===== src/rtl/tetris_pkg.sv =====
// Shared board geometry and curtain FSM state type for the Tetris video/game blocks.
package tetris_pkg;

    localparam int unsigned BOARD_ROWS = 20;
    localparam int unsigned BOARD_COLS = 10;

    typedef enum logic [1:0] {
        IDLE,
        FILL,
        DONE
    } curtain_state_t;

endpackage


===== src/rtl/frame_tick_gen.sv =====
// Samples the frame clock into the system clock domain and emits a one-cycle pulse per rising edge.
module frame_tick_gen (
    input  logic Clk,
    input  logic Reset,
    input  logic frame_clk,
    output logic frame_tick
);

    logic frame_clk_q;
    logic frame_clk_qq;

    always_ff @(posedge Clk) begin
        if (Reset) begin
            frame_clk_q  <= 1'b0;
            frame_clk_qq <= 1'b0;
        end else begin
            frame_clk_q  <= frame_clk;
            frame_clk_qq <= frame_clk_q;
        end
    end

    assign frame_tick = frame_clk_q & ~frame_clk_qq;

endmodule


===== src/rtl/gameover_curtain_ctrl.sv =====
// Game-over curtain sequencer: covers one board row per FRAMES_PER_ROW frame ticks, freezes play,
// and answers per-row template-select queries for the pixel path.
module gameover_curtain_ctrl #(
    parameter int unsigned BOARD_ROWS     = tetris_pkg::BOARD_ROWS,
    parameter int unsigned FRAMES_PER_ROW = 4
) (
    input  logic       Clk,
    input  logic       Reset,
    input  logic       frame_clk,
    input  logic       gameover_req,
    input  logic       restart,
    input  logic [4:0] query_row,
    output logic       query_gameover,
    output logic [4:0] curtain_rows,
    output logic       busy,
    output logic       done,
    output logic       freeze
);

    import tetris_pkg::curtain_state_t;
    import tetris_pkg::IDLE;
    import tetris_pkg::FILL;
    import tetris_pkg::DONE;

    localparam logic [4:0] RowsFull  = 5'(BOARD_ROWS);
    localparam logic [7:0] LastFrame = 8'(FRAMES_PER_ROW - 1);

    curtain_state_t state_q, state_d;
    logic [4:0]     rows_q, rows_d;
    logic [7:0]     frame_cnt_q, frame_cnt_d;
    logic           frame_tick;

    frame_tick_gen u_frame_tick_gen (
        .Clk       (Clk),
        .Reset     (Reset),
        .frame_clk (frame_clk),
        .frame_tick(frame_tick)
    );

    always_ff @(posedge Clk) begin
        if (Reset) begin
            state_q     <= IDLE;
            rows_q      <= 5'd0;
            frame_cnt_q <= 8'd0;
        end else begin
            state_q     <= state_d;
            rows_q      <= rows_d;
            frame_cnt_q <= frame_cnt_d;
        end
    end

    always_comb begin
        state_d     = state_q;
        rows_d      = rows_q;
        frame_cnt_d = frame_cnt_q;
        unique case (state_q)
            IDLE: begin
                if (gameover_req) begin
                    state_d     = FILL;
                    rows_d      = 5'd0;
                    frame_cnt_d = 8'd0;
                end
            end
            FILL: begin
                if (frame_tick) begin
                    if (frame_cnt_q == LastFrame) begin
                        frame_cnt_d = 8'd0;
                        rows_d      = rows_q + 5'd1;
                        // Final row lands and the FSM leaves FILL on the same edge.
                        if (rows_d == RowsFull) begin
                            state_d = DONE;
                        end
                    end else begin
                        frame_cnt_d = frame_cnt_q + 8'd1;
                    end
                end
            end
            DONE: begin
                if (restart) begin
                    state_d     = IDLE;
                    rows_d      = 5'd0;
                    frame_cnt_d = 8'd0;
                end
            end
            default: begin
                state_d     = IDLE;
                rows_d      = 5'd0;
                frame_cnt_d = 8'd0;
            end
        endcase
    end

    assign curtain_rows   = rows_q;
    assign query_gameover = (query_row < rows_q);
    assign busy           = (state_q == FILL);
    assign done           = (state_q == DONE);
    assign freeze         = (state_q == FILL) || (state_q == DONE);

endmodule


===== config.mk =====
export PLATFORM = sky130hd
export DESIGN_NAME = gameover_curtain_ctrl
export DESIGN_NICKNAME = d
export VERILOG_FILES = /design/src/rtl/tetris_pkg.sv /design/src/rtl/frame_tick_gen.sv /design/src/rtl/gameover_curtain_ctrl.sv
export SDC_FILE = /design/constraint.sdc
export NUM_CORES = 1
export LEC_CHECK = 0
export ABC_AREA = 1
export BUFFER_PORTS_ARGS = -buffer_cell sky130_fd_sc_hd__buf_2
export CAP_MARGIN = 20
export CORE_MARGIN = 5
export CORE_UTILIZATION = 40
export CTS_CLUSTER_SIZE = 14
export DETAILED_ROUTE_END_ITERATION = 12
export PLACE_DENSITY_LB_ADDON = 0.1
export SLEW_MARGIN = 25
export SYNTH_ARGS = -nofsm -noshare
export SYNTH_HDL_FRONTEND = slang
export SYNTH_SLANG_ARGS = --single-unit
export TNS_END_PERCENT = 10

===== constraint.sdc =====
create_clock -name Clk -period 1.5 [get_ports Clk]
set_input_delay 0.225 -clock Clk [delete_from_list [all_inputs] [get_ports Clk]]
set_output_delay 0.225 -clock Clk [all_outputs]
set_load 0.05 [all_outputs]

* Word level (Yosys, flattened, before mapping) *
Cells that the tools add are included.

word-level totals
  flip-flop bits (word level) = 17
  input port bits = 10

operators by class
  $add $sub $neg = 2
  order comparisons = 1
  eq/ne operators = 9
  multiplexer cells = 16
  bitwise operators = 2
  reductions and logical operators = 5

operator list
  cell                 number
  $mux 8               4
  $pmux 8 s3           1
  $mux 5               4
  $pmux 5 s3           1
  $mux 2               5
  $add 8x1->8 const B  1
  $eq 8x2->1 const B   1
  $ne 2x1->1 const B   3
  $pmux 2 s3           1
  $add 5x1->5 const B  1
  $eq 5x5->1 const B   1
  $lt 5x5->1           1
  $reduce_and 5->1     1
  $ne 2x2->1 const B   2
  $reduce_and 4->1     1
  $reduce_and 3->1     1
  $eq 2x1->1 const B   1
  $eq 2x2->1 const B   1
  $logic_not 2->1      1
  $and 1x1->1          1
  $logic_or 1x1->1     1
  $not 1->1            1

* Longest topological paths before layout *
Gate-level depths: netlist of the first run.

  depth after elaboration = 6
  mapped depth = 10
  gate-level depth less buffers = 9

* Modules after synthesis *
Synthesis of the first run repeated with hierarchy kept, for this count alone.

second synthesis, totals
  cells, all modules = 137
  area total of the unflattened synthesis = 1,046.0 um^2

modules (own cells, without submodules)
  module                 instances  cells each  area an instance (um^2)  sequential area each (um^2)
  gameover_curtain_ctrl  1          130         987.2                    300.3
  frame_tick_gen         1          7           58.8                     40.0

* Worst setup path before layout of the first run *
Ideal clock, no wire load.

  path type = flip-flop to output port
  from = register rows_q[2], in the netlist curtain_rows[2]
  to = output query_gameover
  data arrival time = 1.982 ns
  data required time = 1.275 ns
  setup slack = -0.707 ns
  cell stages (with the launch flop) = 6
  cells stage by stage = dfxtp_1 > inv_1 > ha_1 > a21oi_1 > o21ai_0 > nor2_1

on the way
  longest elaborated chain between the ends = 1

ends and longest elaborated chain
  what                    line                         source
  start, declared         gameover_curtain_ctrl.sv:29  logic [4:0] rows_q, rows_d;
  start signal, assigned  gameover_curtain_ctrl.sv:47  rows_q <= rows_d;
  $lt 5x5->1              gameover_curtain_ctrl.sv:94  assign query_gameover = (query_row < rows_q);
  end, declared           gameover_curtain_ctrl.sv:13  output logic query_gameover,

No other way between the ends.

* Worst setup path after layout of the first run *
  from = register rows_q[3], in the netlist curtain_rows[3]
  to = output query_gameover

Same word-level chain as after synthesis.

==> flow_metrics.tcl, run 1 <==
set metrics [dict create \
    slowest_stage "dfxtp_4" \
    grt_pass1_wl_um 4190 \
    powerDensity_mw_per_mm2 738 \
    ys.flop_type "dfxtp_1" \
    syn_area_per_cell_um2 7.36 \
    fp.coreArea_mm2 0.00248 \
    cts_buffer_depth 2 \
    worst_slack_ps -155 \
    drv_cap 0 \
    dp_hpwl_um 1930 \
    synth-seq-area-share 0.326 \
    postRouteAntennaNets 0 \
    io_pins 19 \
    max_freq_ghz 0.604 \
    worstSetupPathType "register to output port" \
    cp.arrival_ps 1430 \
    wl_per_cell_um 12.4 \
    ys_async_sr_fraction 0 \
    synth.ff_latch_count 17 \
    root_buffer "clkbuf_4" \
    synth_nets 161 \
    cts_made_buffers 3 \
    via_count 1029 \
    antenna_found_initial 0 \
    grtUsageTotal 0.150 \
    place_congestion 0.875 \
    grt_max_degree 10 \
    final_nets 194 \
    post_cts.repair.setup_buffers 0 \
    synth_edf_count 0 \
    synth_area_leaders "dfxtp_1 (33%), ha_1 (11%), nand2_1 (7.9%)" \
    htreeDepth 1 \
    required_ps 1270 \
    ys_warn_count 0 \
    ir_worst_vdd_mv 0.563 \
    leakagePower_nw 0.631 \
    setup_viol 1 \
    tritoncts "done" \
    die_x_um 61.1 \
    grt_overflow 0 \
    die-area_mm2 0.00373 \
    setup_tns_ps -155 \
    die_h_um 61.1 \
    fin_crit_sh 1.10 \
    drc 0 \
    syn_area_mm2 0.00104 \
    clk_latency_ps 290 \
    drt_iter0_markers 24 \
    run_status "finished, violations left" \
    hold_path_class "primary input to register" \
    vias_per_cell 5.04 \
    worst-path-max-fanout 2 \
    holdWs_ps 126 \
    startpoint_type "register" \
    rows 18 \
    path_clk_slew_ps 100 \
    start_util 0.422 \
    crit_chain "inv_2 -> ha_4 -> nand2_4 -> nor3_4 -> nor2_4 -> buf_6" \
    io_buffers 18 \
    rsz0062_at_grt "yes" \
    drive_above_1_share 0.425 \
    cp-end-kind "output port" \
    clock_sinks 17 \
    hold_violations 0 \
    finalMaxSlewViolations 0 \
    crit_path_max_incr_delay_ps 360 \
    synth_top_area_cell "dfxtp_1" \
    worstMarginPinSlew_ps 255 \
    synthCells 142 \
    firstDrtPassIters 5 \
    diodes 0 \
    yosys-top-cells-count "nand2_1 (22), nor2_1 (20), inv_1 (18)" \
    synth_cell_types 21 \
    fillers 247 \
    violations "negative setup slack" \
    period_minus_slack_ps 1660 \
    synth_top_area_share 0.326 \
    grt_pass1_vias 1026 \
    syn_to_final_growth_pct 40.2 \
    hold_buffers 0 \
    wl_um 2520 \
    finClkSkew_ps 0.261 \
    slew_headroom 0.831 \
    yosysMostFrequentCell "nand2_1" \
]
[cells by family after synthesis]
logic type	Yosys count	synth area share
flops	17	0.326
compound gates	14	0.0683
buf+inv	20	0.0790
fa+ha+maj	9	0.108
xor+xnor	6	0.0503
simple gates	76	0.369
[final cells by class]
| cell class | instances | area (µm²) | share of cell area |
|---|---|---|---|
| multi-input combinational | 105 | 771 | 0.526 |
| sequential | 17 | 354 | 0.242 |
| timing repair buffer | 29 | 200 | 0.137 |
| inverter | 19 | 76.3 | 0.0521 |
| tap | 30 | 37.5 | 0.0256 |
| clock buffer | 4 | 26.3 | 0.0179 |
[timing repair]
item	4_1_cts	5_1_grt
pin swaps	9	0
gates resized for setup	21	11
hold endpoints to repair	0	0
setup endpoints to repair	11	17
[worst paths after layout]
kind                                      from  depth (start not counted)                       endpoint  slack (ps)
hold / removal                       frame_clk                          3   u_frame_tick_gen.frame_clk_q         130
setup reg to reg                    state_q[0]                          9                 frame_cnt_q[6]          50
setup / recovery               curtain_rows[3]                          6                 query_gameover        -160
hold reg to reg   u_frame_tick_gen.frame_clk_q                          2  u_frame_tick_gen.frame_clk_qq         480
[report_power, final]
part	leakage (nW)	internal, mW	switching [mW]	total (mW)
clock network	0.0150	0.103	0.146	0.250
logic	0.475	0.149	0.213	0.362
registers	0.141	0.461	0.00952	0.470
[flip-flops by register name, summed over array words and instances, names as in the netlist]
| name | count |
|---|---|
| curtain_rows | 5 |
| frame_cnt_q | 8 |
| state_q | 2 |
| u_frame_tick_gen.frame_clk_q | 1 |
| u_frame_tick_gen.frame_clk_qq | 1 |
[layout by cell type, fill, tap and decap left out, types with 2 or more instances in the layout]
cell      instances
a21oi_1           7
a21oi_2           3
buf_2            15
buf_4            11
buf_6             2
clkbuf_4          3
dfxtp_1          12
dfxtp_2           2
dfxtp_4           3
ha_2              2
ha_4              6
inv_1            14
inv_2             3
inv_4             2
nand2_1          17
nand2_2           8
nand2_4           4
nand3_1           7
nand4_1           8
nor2_1           19
nor2_4            4
nor3_1            3
o21ai_0           2
xor2_1            6
[per-layer routing]
layer,part of all wire,track usage
met3,0.064,0.0252
met4,0.011,0.0681
met1,0.41,0.166
met5,0,0
met2,0.51,0.276
[critical path, delay by kind of cell, from the launching register on]
family                     cells  cell delay, ps
adders and majority gates      1             270
DFF                            1             360
buffers and inverters          2             200
and+or+nand+nor                3             310
[through the flow]
stage	cell area (µm²)	utilization	std cells	total power [mW]	worst slack, ps
floorplan	1090	-	142	0.693	-36.8
global placement	1300	0.525	200	0.781	21.4
detailed placement	1300	0.525	200	0.788	-18.2
CTS	1430	0.578	204	1.07	-156
global route	1470	0.591	204	1.14	-225
finish	1470	0.591	204	1.08	-155
Power figures use the tool's default switching activity.
==> inputs of run 2 (changes only) <==
Settings changed: CORE_UTILIZATION 40 to 50.
==> flow_metrics.tcl, run 2 (synthesis results as in run 1) <==
set metrics [dict create \
    run_status "finished, violations left" \
    violations "negative setup slack" \
    startpoint "curtain_rows[4]" \
    rr_startpoint "state_q[0]" \
    die_h_um 55.7 \
    die-area_mm2 0.00310 \
    crit_chain "inv_2 -> ha_4 -> nand2_4 -> nor3_4 -> nor2_4 -> buf_6" \
    syn_to_final_growth_pct 38.3 \
    postRouteAntennaNets 0 \
    final_cell_mix "nor2_1 (19), nand2_1 (16), buf_2 (16)" \
    worst_slack_ps -141 \
    fin_crit_sh 1.09 \
    max_freq_ghz 0.609 \
    cp.depth 6 \
    regToRegSetupSlack_ps 20 \
    cts_made_buffers 3 \
    hold_buffers 0 \
    slew_headroom 0.832 \
    place_ws_ps -48.7 \
    cp.arrival_ps 1420 \
    dp_hpwl_um 1810 \
    root_buffer "clkbuf_4" \
    leakagePower_nw 0.620 \
    period_minus_slack_ps 1640 \
    rsz0062_at_grt "yes" \
    place_congestion 0.858 \
    setup_viol 1 \
    hold_path_class "primary input to register" \
    holdWs_ps 141 \
    ff2ff_path_depth 9 \
    fillers 161 \
    drive_above_1_share 0.445 \
    io_pins 19 \
    firstDrtPassIters 5 \
    drc 0 \
    drt_iter0_markers 32 \
    crit_path_max_incr_delay_ps 360 \
    wl_per_cell_um 12.7 \
    grt_overflow 0 \
    cpLargestDelayFamily "flip-flops" \
    grtUsageTotal 0.167 \
    drv_cap 0 \
    start_util 0.527 \
    vias_per_cell 5.08 \
    worstMarginPinSlew_ps 253 \
    cp-endpoint "query_gameover" \
    path_buf_inv 2 \
    grt_max_degree 10 \
    ir_worst_vdd_mv 0.568 \
    via_count 1015 \
    startpoint_type "register" \
    rows 16 \
    grt_pass1_vias 994 \
    slowest_stage "dfxtp_4" \
    finClkSkew_ps 1.67 \
    fin_util 0.729 \
    worstSetupPathType "register to output port" \
    powerDensity_mw_per_mm2 737 \
    io_buffers 18 \
    cp-end-kind "output port" \
    wl_um 2530 \
    diodes 0 \
    finalMaxSlewViolations 0 \
    path_clk_slew_ps 100 \
    fp.coreArea_mm2 0.00198 \
    mostFrequentLayoutCell "nor2_1" \
    clock_sinks 17 \
    antenna_found_initial 0 \
    top_register "frame_cnt_q" \
    required_ps 1270 \
    htreeDepth 1 \
    largest_reg_flops 8 \
    die_x_um 55.7 \
    tritoncts "done" \
    r2r-end "frame_cnt_q[6]" \
    hold_violations 0 \
    clk_latency_ps 280 \
    cts_buffer_depth 2 \
    final_nets 193 \
    worst-path-max-fanout 2 \
    grt_pass1_wl_um 4330 \
]
## run 2: cell types whose count changed in the layout (fill, tap and decap cells not counted), sizes merged
cell,before,now
clkbuf,4,5
buf,29,27
## run 2: worst reg2reg max path, delay by kind of cell (launching register included)
kind	cells	cell delay [ps]
xor gates and xnor gates	1	170
adders and majority gates	1	180
buffers and inverters	3	360
DFF	1	330
and+or+nand+nor	4	330
## run 2: what timing repair did
| action | CTS | global route |
|---|---|---|
| gates cloned | 0 | 0 |
| endpoints found under the setup margin | 9 | 17 |
| buffers inserted | 0 | 0 |
| pin swaps | 5 | 2 |
| gates resized for setup | 16 | 17 |
## run 2: power breakdown
group | internal, mW | switching [mW]
combinational | 0.139 | 0.214
clock | 0.103 | 0.138
sequential | 0.461 | 0.0101
## run 2: through the flow
| stage | TNS, ps | power, mW | cells | area [µm²] |
|---|---|---|---|---|
| finish | -141 | 1.07 | 200 | 1450 |
| CTS | -142 | 1.04 | 200 | 1400 |
| detailed placement | -112 | 0.778 | 196 | 1290 |
| global route | -511 | 1.13 | 200 | 1450 |
| floorplan | -46.1 | 0.693 | 142 | 1090 |
| global placement | 0 | 0.773 | 196 | 1290 |
## run 2: area by class of cell
cell class              instances  area (µm²)  share of cell area
inverters                      19        76.3              0.0528
repair buffers                 28         186               0.129
multi-input cells             105         767               0.531
well taps                      27        33.8              0.0234
flip-flops and latches         17         355               0.246
clock buffers                   4        26.3              0.0182
## run 2: worst min-delay path by stage
stage | from | endpoint | slack (ps) | depth (start not counted)
2_1_floorplan | Reset | curtain_rows[2] | 280 | 1
3_3_place_gp | frame_clk | u_frame_tick_gen.frame_clk_q | 430 | 3
3_5_place_dp | frame_clk | u_frame_tick_gen.frame_clk_q | 440 | 3
4_1_cts | frame_clk | u_frame_tick_gen.frame_clk_q | 130 | 3
5_1_grt | frame_clk | u_frame_tick_gen.frame_clk_q | 160 | 3
6_report | frame_clk | u_frame_tick_gen.frame_clk_q | 140 | 3
## run 2: per-layer routing
layer | GRT usage | vias up | part of all wire
li1 | - | 525 | -
met1 | 0.192 | 455 | 0.40
met2 | 0.291 | 31 | 0.51
met3 | 0.0464 | 4 | 0.072
met4 | 0.0625 | 0 | 0.0099
met5 | 0 | - | 0
